[config.mk]
export PLATFORM = sky130hd
export DESIGN_NAME = subleq_exec
export DESIGN_NICKNAME = d
export VERILOG_FILES = /design/src/rtl/subleq_exec.sv
export SDC_FILE = /design/constraint.sdc
export NUM_CORES = 1
export LEC_CHECK = 0
export CORE_MARGIN = 1
export CORE_UTILIZATION = 45
export CTS_BUF_LIST = sky130_fd_sc_hd__clkbuf_2
export DETAILED_ROUTE_END_ITERATION = 8
export PLACE_DENSITY = 0.8
export SYNTH_ARGS = -nofsm -noshare
export SYNTH_HDL_FRONTEND = slang
export SYNTH_SLANG_ARGS = --single-unit
[constraint.sdc]
create_clock -name CLK -period 5.5 [get_ports CLK]
set_input_delay 0.825 -clock CLK [delete_from_list [all_inputs] [get_ports CLK]]
set_output_delay 0.825 -clock CLK [all_outputs]
set_load 0.02 [all_outputs]
[src/rtl/subleq_exec.sv]
// rtl/subleq_exec.sv - SUBLEQ execute sequencer: fetch, read A/B, subtract, write back, branch
// Five cycles per instruction against single-port synchronous data memory.
module subleq_exec #(
   parameter int              AW        = 8,
   parameter int              DW        = 8,
   parameter logic [AW-1:0]   HALT_ADDR = 8'hFF
) (
   input  logic              CLK,
   input  logic              RST,
   input  logic              run,
   input  logic [3*AW-1:0]   instr_in,
   output logic              ir_en,
   output logic [AW-1:0]     pc,
   output logic [AW-1:0]     mem_addr,
   output logic [DW-1:0]     mem_wdata,
   output logic              mem_we,
   input  logic [DW-1:0]     mem_rdata,
   output logic              halted,
   output logic [15:0]       retired
);

   typedef enum logic [2:0] {
      S_IDLE, S_FETCH, S_RD_A, S_RD_B, S_LATCH_B, S_WB, S_HALT
   } state_t;

   state_t          r_state;
   state_t          w_next;
   logic [AW-1:0]   r_pc;
   logic [DW-1:0]   r_a;
   logic [DW-1:0]   r_b;
   logic [15:0]     r_retired;

   logic [AW-1:0]   w_a;
   logic [AW-1:0]   w_b;
   logic [AW-1:0]   w_c;
   logic [DW-1:0]   w_res;
   logic            w_taken;
   logic            w_halt;

   assign w_a     = instr_in[3*AW-1:2*AW];
   assign w_b     = instr_in[2*AW-1:AW];
   assign w_c     = instr_in[AW-1:0];
   // Branch decision uses the wrapped DW-bit difference, not the true one.
   assign w_res   = r_b - r_a;
   assign w_taken = w_res[DW-1] | (w_res == '0);
   assign w_halt  = w_taken && (w_c == HALT_ADDR);

   assign pc      = r_pc;
   assign retired = r_retired;

   always_ff @(posedge CLK or negedge RST) begin
      if (!RST) begin
         r_state <= S_IDLE;
      end else begin
         r_state <= w_next;
      end
   end

   always_comb begin
      w_next    = r_state;
      ir_en     = 1'b0;
      mem_we    = 1'b0;
      mem_addr  = '0;
      mem_wdata = '0;
      halted    = 1'b0;
      case (r_state)
         S_IDLE:    if (run) w_next = S_FETCH;
         S_FETCH: begin
            ir_en  = 1'b1;
            w_next = S_RD_A;
         end
         S_RD_A: begin
            mem_addr = w_a;
            w_next   = S_RD_B;
         end
         S_RD_B: begin
            mem_addr = w_b;
            w_next   = S_LATCH_B;
         end
         S_LATCH_B: w_next = S_WB;
         S_WB: begin
            mem_we    = 1'b1;
            mem_addr  = w_b;
            mem_wdata = w_res;
            if (w_halt)   w_next = S_HALT;
            else if (run) w_next = S_FETCH;
            else          w_next = S_IDLE;
         end
         S_HALT:    halted = 1'b1;
         default:   w_next = S_IDLE;
      endcase
   end

   always_ff @(posedge CLK or negedge RST) begin
      if (!RST) begin
         r_pc      <= '0;
         r_a       <= '0;
         r_b       <= '0;
         r_retired <= '0;
      end else begin
         case (r_state)
            S_RD_B:    r_a <= mem_rdata;
            S_LATCH_B: r_b <= mem_rdata;
            S_WB: begin
               r_retired <= r_retired + 16'd1;
               // A halting instruction leaves pc pointing at itself.
               if (!w_halt) r_pc <= w_taken ? w_c : r_pc + 1'b1;
            end
            default: ;
         endcase
      end
   end

endmodule

==> results_dict.tcl, run 1 <==
set metrics [dict create \
    cpPeakStageDelay_ns 0.78 \
    synth.largest_area_cell "dfrtp_1" \
    final_net_count 386 \
    hold_class "primary input to async pin" \
    max_freq_mhz 254 \
    syn_avg_cell_area_um2 9.68 \
    grtUsageTotal_pct 20.8 \
    die_y_um 77.5 \
    wirelength_mm 5.71 \
    cp_num_cells 6 \
    synth_top_flop_cell "dfrtp_1" \
    grt_pass1_vias 2092 \
    layout-drive-gt1-share_pct 8.80 \
    grt_overflow 0 \
    rr_worst_depth 11 \
    clockBufferDepth 2 \
    wire_per_inst_um 13.8 \
    place_congestion 0.863 \
    p_per_area_nw_per_um2 549 \
    synth_compound_area_share_pct 11.5 \
    viasPerCell 5.23 \
    min_period_ns 3.93 \
    tns_ns 0 \
    synthArstFlopShare_pct 100 \
    synth_top_family_by_area "simple AND/OR/NAND/NOR gates" \
    grt_pass1_wl_mm 10.0 \
    use_met2_pct 34.3 \
    synth-xor-area-share_pct 6.83 \
    critPathMaxFanout 21 \
    met1_usage_pct 26.9 \
    required_ns 4.68 \
    synth_simple_gate_area_share_pct 17.7 \
    power.leakage_nw 1.45 \
    placedCellCount 405 \
    ir_drop_mv 0.321 \
    cpMaxStageDelayCell "dfrtp_1" \
    n_fill_cell 470 \
    ys_types 45 \
    skew_ns 0.0242 \
    detail-route-antenna-nets 0 \
    endpoint_kind "output port" \
    grt_setup_unrepaired "no" \
    path_cells "nand2b_1, or2_2, inv_1, nand2_1, o21ai_0, clkdlybuf4s50_1" \
    grt_use_met3_pct 3.76 \
    cts_tree "built" \
    yosys_warnings 0 \
    area_delta_synth_final_pct 34.1 \
    ys_seq_area_share_pct 41.9 \
    ctsResizeCount 0 \
    synth_mux_area_share_pct 12.0 \
    hold_viol 0 \
    synth_top_area_share_pct 41.9 \
    antenna_found_initial 0 \
    whs_ns 0.488 \
    synthCells 265 \
    slew_viol_final 0 \
    num_rows 27 \
    die_area_um2 6010 \
    cts_root_buf "clkbuf_2" \
    postCtsSetupBuffers 0 \
    firstDrtPassIters 6 \
    place_hpwl_mm 4.28 \
    route.detailed.drc 0 \
    num_vias 2161 \
    port_buffers 77 \
    syn_nets 311 \
    netlist_area_um2 2570 \
    synth_fa_ha_area_share_pct 5.66 \
    ys_top_cells_by_area "dfrtp_1 42%, mux2_2 6.6%, mux2i_1 5.5%, xnor2_1 5.5%, ha_1 4.9%" \
    grt_max_degree 44 \
    crit_family "buffers and inverters" \
    clk_latency_ns 0.42 \
    start_kind "flop" \
    cp_num_buf_inv 2 \
    diodes 0 \
    synth-edff-count 0 \
    final_cells 413 \
    fp.dieW_um 77.5 \
    synth_seq_cells 43 \
    clk_pin_slew_ns 0.25 \
    worstPathArrival_ns 3.10 \
    cts_buffers 5 \
    relSlewSlack_pct 16.8 \
    status "finished, final reports clean" \
    htreeDepth 2 \
    finalCritPeriodShare_pct 71.5 \
    drtIter0Drc 116 \
    io_pins 78 \
    grt_busiest_layer "met2" \
    setup_viol 0 \
    core_area_um2 5510 \
    postCtsHoldBufs 0 \
    maxCapViolCount 0 \
    cts.sink_count 43 \
    critical_path_class "flop to output port" \
    initial_utilization_pct 46.6 \
    tightest_slew_ns 1.24 \
]
[worst register-to-register path, stage by stage, from the launching register on]
cell and delay [ns]:
dfrtp_1 0.41, inv_1 0.08, ha_1 0.14, inv_1 0.05
fa_1 0.41, a211oi_2 0.28, nor2_1 0.10, xnor2_1 0.14
o2111ai_1 0.14, o41a_1 0.68, o21ai_1 0.28, a221o_1 0.39
[state kept, by name, indices dropped and copies added, names as in the netlist]
register	flops
r_state	3
r_a	8
retired	16
r_b	8
pc	8
[per-stage QoR]
stage                     area [um2]  total power [mW]  setup slack, ns  utilization, %
after floorplan                 2570              1.43             2.79               -
after global placement          3370              1.68             2.14            61.2
after detailed placement        3370              1.71             2.04            61.2
after CTS                       3440              1.90             1.53            62.5
after global routing            3440              2.05             1.28            62.5
final                           3440              1.89             1.57            62.5
[cell type report]
cell class	instances	area [um2]	share of cell area [%]
Clock buffer	5	25.0	0.727
Clock inverter	3	43.8	1.27
Inverter	16	60.1	1.75
Multi-Input combinational cell	197	1380	40.1
Sequential cell	43	1080	31.3
Tap cell	72	90.1	2.62
Timing Repair Buffer	77	766	22.3
[final timing paths]
kind / to / startpoint / slack, ns
setup / recovery: mem_addr[1] / r_state[0]$_DFFE_PN0P_ / 1.57
hold / removal: retired[12]$_DFFE_PN0P_ / RST / 0.49
setup reg to reg: pc[5]$_DFFE_PN0P_ / r_b[0]$_DFFE_PN0P_ / 2.35
hold reg to reg: retired[15]$_DFFE_PN0P_ / retired[15]$_DFFE_PN0P_ / 0.50
max in group asynchronous: r_a[4]$_DFFE_PN0N_ / RST / 4.40
min in group CLK: retired[15]$_DFFE_PN0P_ / retired[15]$_DFFE_PN0P_ / 0.50
[cells in the mapped netlist, types with 2 or more instances]
cell / instances
or2_2: 2
ha_1: 10
nand2b_1: 4
xor2_1: 4
xnor2_1: 16
o21ai_0: 16
o22ai_1: 3
nand4_1: 5
a211oi_1: 3
buf_6: 2
o22a_1: 2
a211oi_2: 2
nand2_1: 29
mux2_2: 15
and3_1: 3
nand3b_1: 2
nor2_1: 26
a21oi_1: 2
nand3_1: 11
a211o_1: 2
nor4b_1: 2
nor3_1: 5
inv_1: 16
dfrtp_1: 43
mux2i_1: 14
and3b_1: 2
clkbuf_1: 5
a2bb2oi_1: 2
[cells by family (layout without fill, tap and decap cells)]
kind of cell             Yosys count  in the layout
XOR/XNOR                          20             20
buffers and inverters             25            101
AO/OA/AOI/OAI                     42             42
multiplexers                      29             29
adder cells (fa/ha/maj)           11             11
AND/OR/NAND/NOR                   95             95
flip-flops                        43             43
[routing by layer]
metal  vias up  share of wire, %
li1       1080                 -
met3        15               3.3
met1      1014                46
met5         -                 0
met2        52                48
met4         0               2.6
[placed cells by master (no fill, tap or decap), drive strengths merged, types with 3 or more instances in the layout]
| cell type | n |
|---|---|
| clkdlybuf4s50 | 76 |
| a211oi | 5 |
| inv | 16 |
| xnor2 | 16 |
| nand3 | 11 |
| nor2 | 26 |
| xor2 | 4 |
| mux2i | 14 |
| o22ai | 3 |
| and3 | 3 |
| clkbuf | 5 |
| dfrtp | 43 |
| nand4 | 5 |
| ha | 10 |
| nand2b | 4 |
| nand2 | 29 |
| mux2 | 15 |
| nor3 | 5 |
| o21ai | 17 |
[power by group]
part | leakage, nW | switching [mW] | internal (mW)
combinational | 0.877 | 0.607 | 0.562
sequential | 0.534 | 0.109 | 0.422
clock | 0.0429 | 0.111 | 0.0770
Note: power is estimated with default switching activity, not from simulation.
==> inputs of run 2 (changes only) <==
- clock period: 5.5 -> 4.1 ns (I/O delays scaled with it)
==> run 2 against run 1 <==
- worst setup slack lost 1.2 ns
- core utilization shrank 0.36 points
- clock power up 3%
- sequential share of layout area rose by 0.18 points
- clock skew is 0.0070 ns lower
- combinational power grew 34%
- total power is 31% higher
==> results_dict.tcl, run 2 (synthesis results as in run 1) <==
set metrics [dict create \
    grtUsageTotal_pct 19.8 \
    postCtsSetupBuffers 0 \
    fp.dieW_um 77.5 \
    seqPwrFrac_pct 28.8 \
    final_cell_mix "76 x clkdlybuf4s50_1, 43 x dfrtp_1, 29 x nand2_1, 26 x nor2_1" \
    die_y_um 77.5 \
    area_delta_synth_final_pct 33.3 \
    rr_worst_depth 11 \
    crit_family "buffers and inverters" \
    grt_setup_unrepaired "no" \
    skew_ns 0.0172 \
    cts_buffers 5 \
    path_cells "nand2b_1, or2_2, inv_1, nand2_1, o21ai_0, clkdlybuf4s50_1" \
    endpoint "mem_addr[2]" \
    ir_drop_mv 0.464 \
    port_buffers 77 \
    hold_viol 0 \
    grt_max_degree 44 \
    critPathMaxFanout 21 \
    postCtsHoldBufs 0 \
    cpPeakStageDelay_ns 0.79 \
    ctsResizeCount 0 \
    detail-route-antenna-nets 0 \
    grt_pass1_wl_mm 9.53 \
    cpMaxStageDelayCell "dfrtp_1" \
    slew_viol_final 0 \
    wirelength_mm 5.56 \
    endpoint_kind "output port" \
    critical_path_class "flop to output port" \
    r2r_end "pc[5]$_DFFE_PN0P_" \
    grt_overflow 0 \
    cts_tree "built" \
    final_net_count 386 \
    layout-drive-gt1-share_pct 8.80 \
    switchingPower_mw 1.11 \
    initial_utilization_pct 46.6 \
    num_rows 27 \
    p_per_area_nw_per_um2 723 \
    clockBufferDepth 2 \
    setup_viol 0 \
    tightest_slew_ns 1.21 \
    p_int_mw 1.36 \
    relSlewSlack_pct 18.9 \
    antenna_found_initial 0 \
    clk_pin_slew_ns 0.24 \
    worstPathArrival_ns 3.13 \
    finalCritPeriodShare_pct 91.4 \
    cp_num_cells 6 \
    power.leakage_nw 1.44 \
    core_area_um2 5510 \
    io_pins 78 \
    swShare_pct 44.9 \
    diodes 0 \
    crit_path_start "r_state[0]$_DFFE_PN0P_" \
    largest_register_ffs 16 \
    firstDrtPassIters 4 \
    drtIter0Drc 152 \
    required_ns 3.48 \
    place_hpwl_mm 4.19 \
    viasPerCell 5.17 \
    num_vias 2134 \
    final_cells 413 \
    max_freq_mhz 267 \
    clk_latency_ns 0.42 \
    rr_startpoint "r_b[0]$_DFFE_PN0P_" \
    place_congestion 0.864 \
    route.detailed.drc 0 \
    cts_root_buf "clkbuf_2" \
    status "finished, final reports clean" \
    tns_ns 0 \
    die_area_um2 6010 \
    r2r_slack_ns 1.01 \
    post-place-ws_ns 0.808 \
    cp_num_buf_inv 2 \
    layout_commonest_cell "clkdlybuf4s50_1" \
    pwr-share-clk_pct 7.8 \
    maxCapViolCount 0 \
    finalWorstSetupSlack_ns 0.354 \
    start_kind "flop" \
    grt_pass1_vias 2050 \
    cts.sink_count 43 \
    placedCellCount 405 \
    min_period_ns 3.75 \
    hold_class "primary input to async pin" \
    combPwrFrac_pct 63.4 \
    wire_per_inst_um 13.5 \
    htreeDepth 2 \
]
==> run 2: cell count changes in the layout (fill, tap and decap cells not counted) <==
| cell | change |
|---|---|
| clkinvlp_4 | +2 |
| clkinv_4 | -1 |
| clkinv_2 | -1 |
| bufinv_16 | -1 |
| inv_6 | +1 |
==> run 2: area by class of cell <==
type	count	area, um2
inverter	16	60.1
timing repair buffer	77	766
clock buffer	5	25.0
clock inverter	3	23.8
fill	469	2090
multi-input combinational	197	1380
sequential	43	1080
tap	72	90.1
==> run 2: worst register-to-register path, delay by kind of cell (launching register included) <==
kind | cells | cell delay (ns)
XOR/XNOR | 1 | 0.14
adder cells (fa/ha/maj) | 2 | 0.55
AND/OR/NAND/NOR | 1 | 0.09
buffers and inverters | 2 | 0.13
flip-flops | 1 | 0.41
AO/OA/AOI/OAI | 5 | 1.70
==> run 2: power by group through the flow <==
stage | clock, mW | combinational (mW) | sequential (mW)
detailed placement | 0 | 1.57 | 0.724
CTS | 0.201 | 1.58 | 0.713
global route | 0.222 | 1.73 | 0.739
global placement | 0 | 1.55 | 0.714
finish | 0.193 | 1.57 | 0.713
floorplan | 0 | 1.20 | 0.720
==> run 2: layer usage <==
metal / GRT usage [%] / part of all wire [%] / up-vias
met2: 33.4 / 50 / 46
met3: 3.53 / 3.3 / 6
li1: - / - / 1077
met4: 5.28 / 1.3 / 0
met5: 0 / 0 / -
met1: 26.2 / 46 / 1005
==> run 2: through the flow <==
stage / total power [mW] / hold WS [ns] / utilization, % / area [um2]
after floorplan: 1.92 / 0.319 / - / 2570
after global placement: 2.26 / 0.460 / 61.2 / 3370
after detailed placement: 2.29 / 0.471 / 61.2 / 3370
after CTS: 2.49 / 0.301 / 62.1 / 3420
after global routing: 2.69 / 0.309 / 62.1 / 3420
final: 2.47 / 0.287 / 62.1 / 3420
==> run 2: worst min-delay path by stage <==
stage	cells past startpoint	start	end
floorplan	0	RST	pc[0]$_DFFE_PN0P_
global placement	1	retired[15]$_DFFE_PN0P_	retired[15]$_DFFE_PN0P_
detailed placement	1	retired[15]$_DFFE_PN0P_	retired[15]$_DFFE_PN0P_
CTS	1	RST	retired[12]$_DFFE_PN0P_
global route	1	RST	retired[12]$_DFFE_PN0P_
finish	1	RST	retired[12]$_DFFE_PN0P_
==> inputs of run 3 (changes only) <==
- ABC_AREA: unset -> 1
==> run 3 against run 2 <==
- sequential power decreased by 40%
- combinational power decreased by 95%
- cell area increased by 1.8%
- global-route usage increased by 2.0 points
- clock power decreased by 9%
- clock skew increased by 0.0012 ns
- synthesized area increased by 1.8%
- synthesized cell count increased by 22%
- register-to-register slack improved by 0.71 ns
- via count increased by 11%
- hold slack improved by 0.028 ns
- core utilization increased by 0.73 points
- largest power group is now registers
- highest routed layer unchanged
==> results_dict.tcl, run 3 <==
set metrics [dict create \
    max_freq_mhz 306 \
    ys_top_cells_by_area "dfrtp_1 41%, nand2_1 11%, inv_1 6.2%, o21ai_0 5.0%, ha_1 4.8%" \
    final_cells 475 \
    met3WireLength_um 344 \
    setup_viol 0 \
    die_area_um2 6110 \
    critPathMaxFanout 4 \
    area_delta_synth_final_pct 33.3 \
    clk_latency_ns 0.41 \
    synth.most_common_cell "nand2_1" \
    antenna_found_initial 0 \
    fin_util_pct 62.8 \
    hold_class "primary input to async pin" \
    synth_common_cells "79 x nand2_1, 43 x dfrtp_1, 43 x inv_1, 26 x o21ai_0" \
    synth.largest_area_cell "dfrtp_1" \
    whs_ns 0.315 \
    grt_pass1_vias 2252 \
    totalPowerFinal_uw 678 \
    synth_seq_cells 43 \
    synth_top_area_share_pct 41.2 \
    placedCellCount 467 \
    route.detailed.drc 0 \
    critical_path_class "flop to output port" \
    final_net_count 448 \
    p_per_area_nw_per_um2 195 \
    layout_commonest_cell "nand2_1" \
    m1WireLength_mm 2.76 \
    die_y_um 78.2 \
    clk_pin_slew_ns 0.22 \
    ir_drop_mv 0.113 \
    top_layer "met4" \
    worstPathArrival_ns 2.65 \
    grt_setup_unrepaired "no" \
    wirelength_mm 6.11 \
    hold_viol 0 \
    cts_root_buf "clkbuf_2" \
    wire_per_inst_um 12.9 \
    power.leakage_nw 1.65 \
    io_pins 78 \
    met2WireLength_mm 2.90 \
    endpoint_kind "output port" \
    initial_utilization_pct 47.1 \
    cts_tree "built" \
    grt_max_degree 44 \
    place_hpwl_mm 4.63 \
    syn_nets 369 \
    synthArstFlopShare_pct 100 \
    yosys_warnings 0 \
    cts_buffers 5 \
    fp.dieW_um 78.2 \
    grtUsageTotal_pct 21.8 \
    start_kind "flop" \
    finalCritPeriodShare_pct 79.7 \
    num_vias 2363 \
    final_cell_mix "79 x nand2_1, 76 x clkdlybuf4s50_1, 43 x inv_1, 43 x dfrtp_1, 26 x o21ai_0" \
    diodes 0 \
    synth-edff-count 0 \
    synth_top_flop_cell "dfrtp_1" \
    netlist_area_um2 2610 \
    ys_types 32 \
    status "finished, final reports clean" \
    viasPerCell 4.97 \
    slew_viol_final 0 \
    min_period_ns 3.27 \
    largest_register_ffs 16 \
    cts.sink_count 43 \
    layout-drive-gt1-share_pct 9.68 \
    grt_overflow 0 \
    port_buffers 77 \
    firstDrtPassIters 4 \
    htreeDepth 2 \
    required_ns 3.48 \
    core_area_um2 5540 \
    ys_seq_area_share_pct 41.2 \
    postCtsSetupBuffers 0 \
    drtIter0Drc 125 \
    ctsResizeCount 0 \
    detail-route-antenna-nets 0 \
    postCtsHoldBufs 0 \
    clockBufferDepth 2 \
    num_rows 27 \
    relSlewSlack_pct 35.8 \
    tns_ns 0 \
    syn_avg_cell_area_um2 8.08 \
    maxCapViolCount 0 \
    synthCells 323 \
    place_congestion 0.850 \
    tightest_slew_ns 0.963 \
    skew_ns 0.0184 \
    grt_pass1_wl_mm 10.6 \
]
-- run 3: power breakdown --
| group | leakage (nW) | switching [mW] | total (mW) | internal, mW |
|---|---|---|---|---|
| Combinational | 1.09 | 0.0324 | 0.0727 | 0.0403 |
| Clock | 0.0281 | 0.134 | 0.175 | 0.0410 |
| Sequential | 0.524 | 0.00191 | 0.430 | 0.428 |
| Total | 1.65 | 0.169 | 0.678 | 0.509 |
-- run 3: cells by family (layout without fill, tap and decap cells) --
logic type / Yosys count / count (layout) / share of synthesized area (%)
XOR/XNOR: 21 / 21 / 7.04
AND/OR/NAND/NOR: 143 / 143 / 26.0
multiplexers: 6 / 6 / 2.59
AO/OA/AOI/OAI: 46 / 46 / 9.44
buffers and inverters: 53 / 133 / 8.19
adder cells (fa/ha/maj): 11 / 11 / 5.56
flip-flops: 43 / 43 / 41.2
-- run 3: cell type report --
type / count / area [um2]
clock buffer: 6 / 30.0
clock inverter: 2 / 7.51
fill: 502 / 2060
inverter: 47 / 179
multi-input combinational: 227 / 1330
sequential: 43 / 1080
tap: 72 / 90.1
timing repair buffer: 78 / 773
-- run 3: worst max-delay path, stage by stage (launching register included) --
cell and delay [ns]:
dfrtp_1 0.44, inv_1 0.08, ha_1 0.13, inv_1 0.05, fa_1 0.42, nand2_1 0.08, nand2_1 0.07, nand3_1 0.09
nand2_1 0.05, nand2_1 0.05, nand2_1 0.07, nor2_1 0.09, clkdlybuf4s50_1 0.61
-- run 3: metrics by stage --
stage / worst slack (ns) / instance area (um2)
after CTS: 0.801 / 3480
after floorplan: 1.83 / 2610
after global placement: 1.38 / 3440
final: 0.834 / 3480
after detailed placement: 1.33 / 3440
after global routing: 0.567 / 3480
-- run 3: path summary, 6_finish.rpt --
| kind | from | to | slack (ns) | depth (start not counted) |
|---|---|---|---|---|
| max in group asynchronous | RST | pc[5]$_DFFE_PN0P_ | 3.19 | 1 |
| min | RST | r_a[5]$_DFFE_PN0N_ | 0.31 | 1 |
| max reg2reg | r_b[0]$_DFFE_PN0P_ | pc[7]$_DFFE_PN0P_ | 1.72 | 16 |
| max | r_b[0]$_DFFE_PN0P_ | mem_wdata[6] | 0.83 | 12 |
| min in group CLK | retired[15]$_DFFE_PN0P_ | retired[15]$_DFFE_PN0P_ | 0.49 | 1 |
| min reg2reg | retired[15]$_DFFE_PN0P_ | retired[15]$_DFFE_PN0P_ | 0.49 | 1 |
-- run 3: metal layers --
metal	vias up	GRT usage, %
met1	1095	30.3
met4	0	7.59
met5	-	0
met2	68	33.8
met3	10	4.65
li1	1190	-
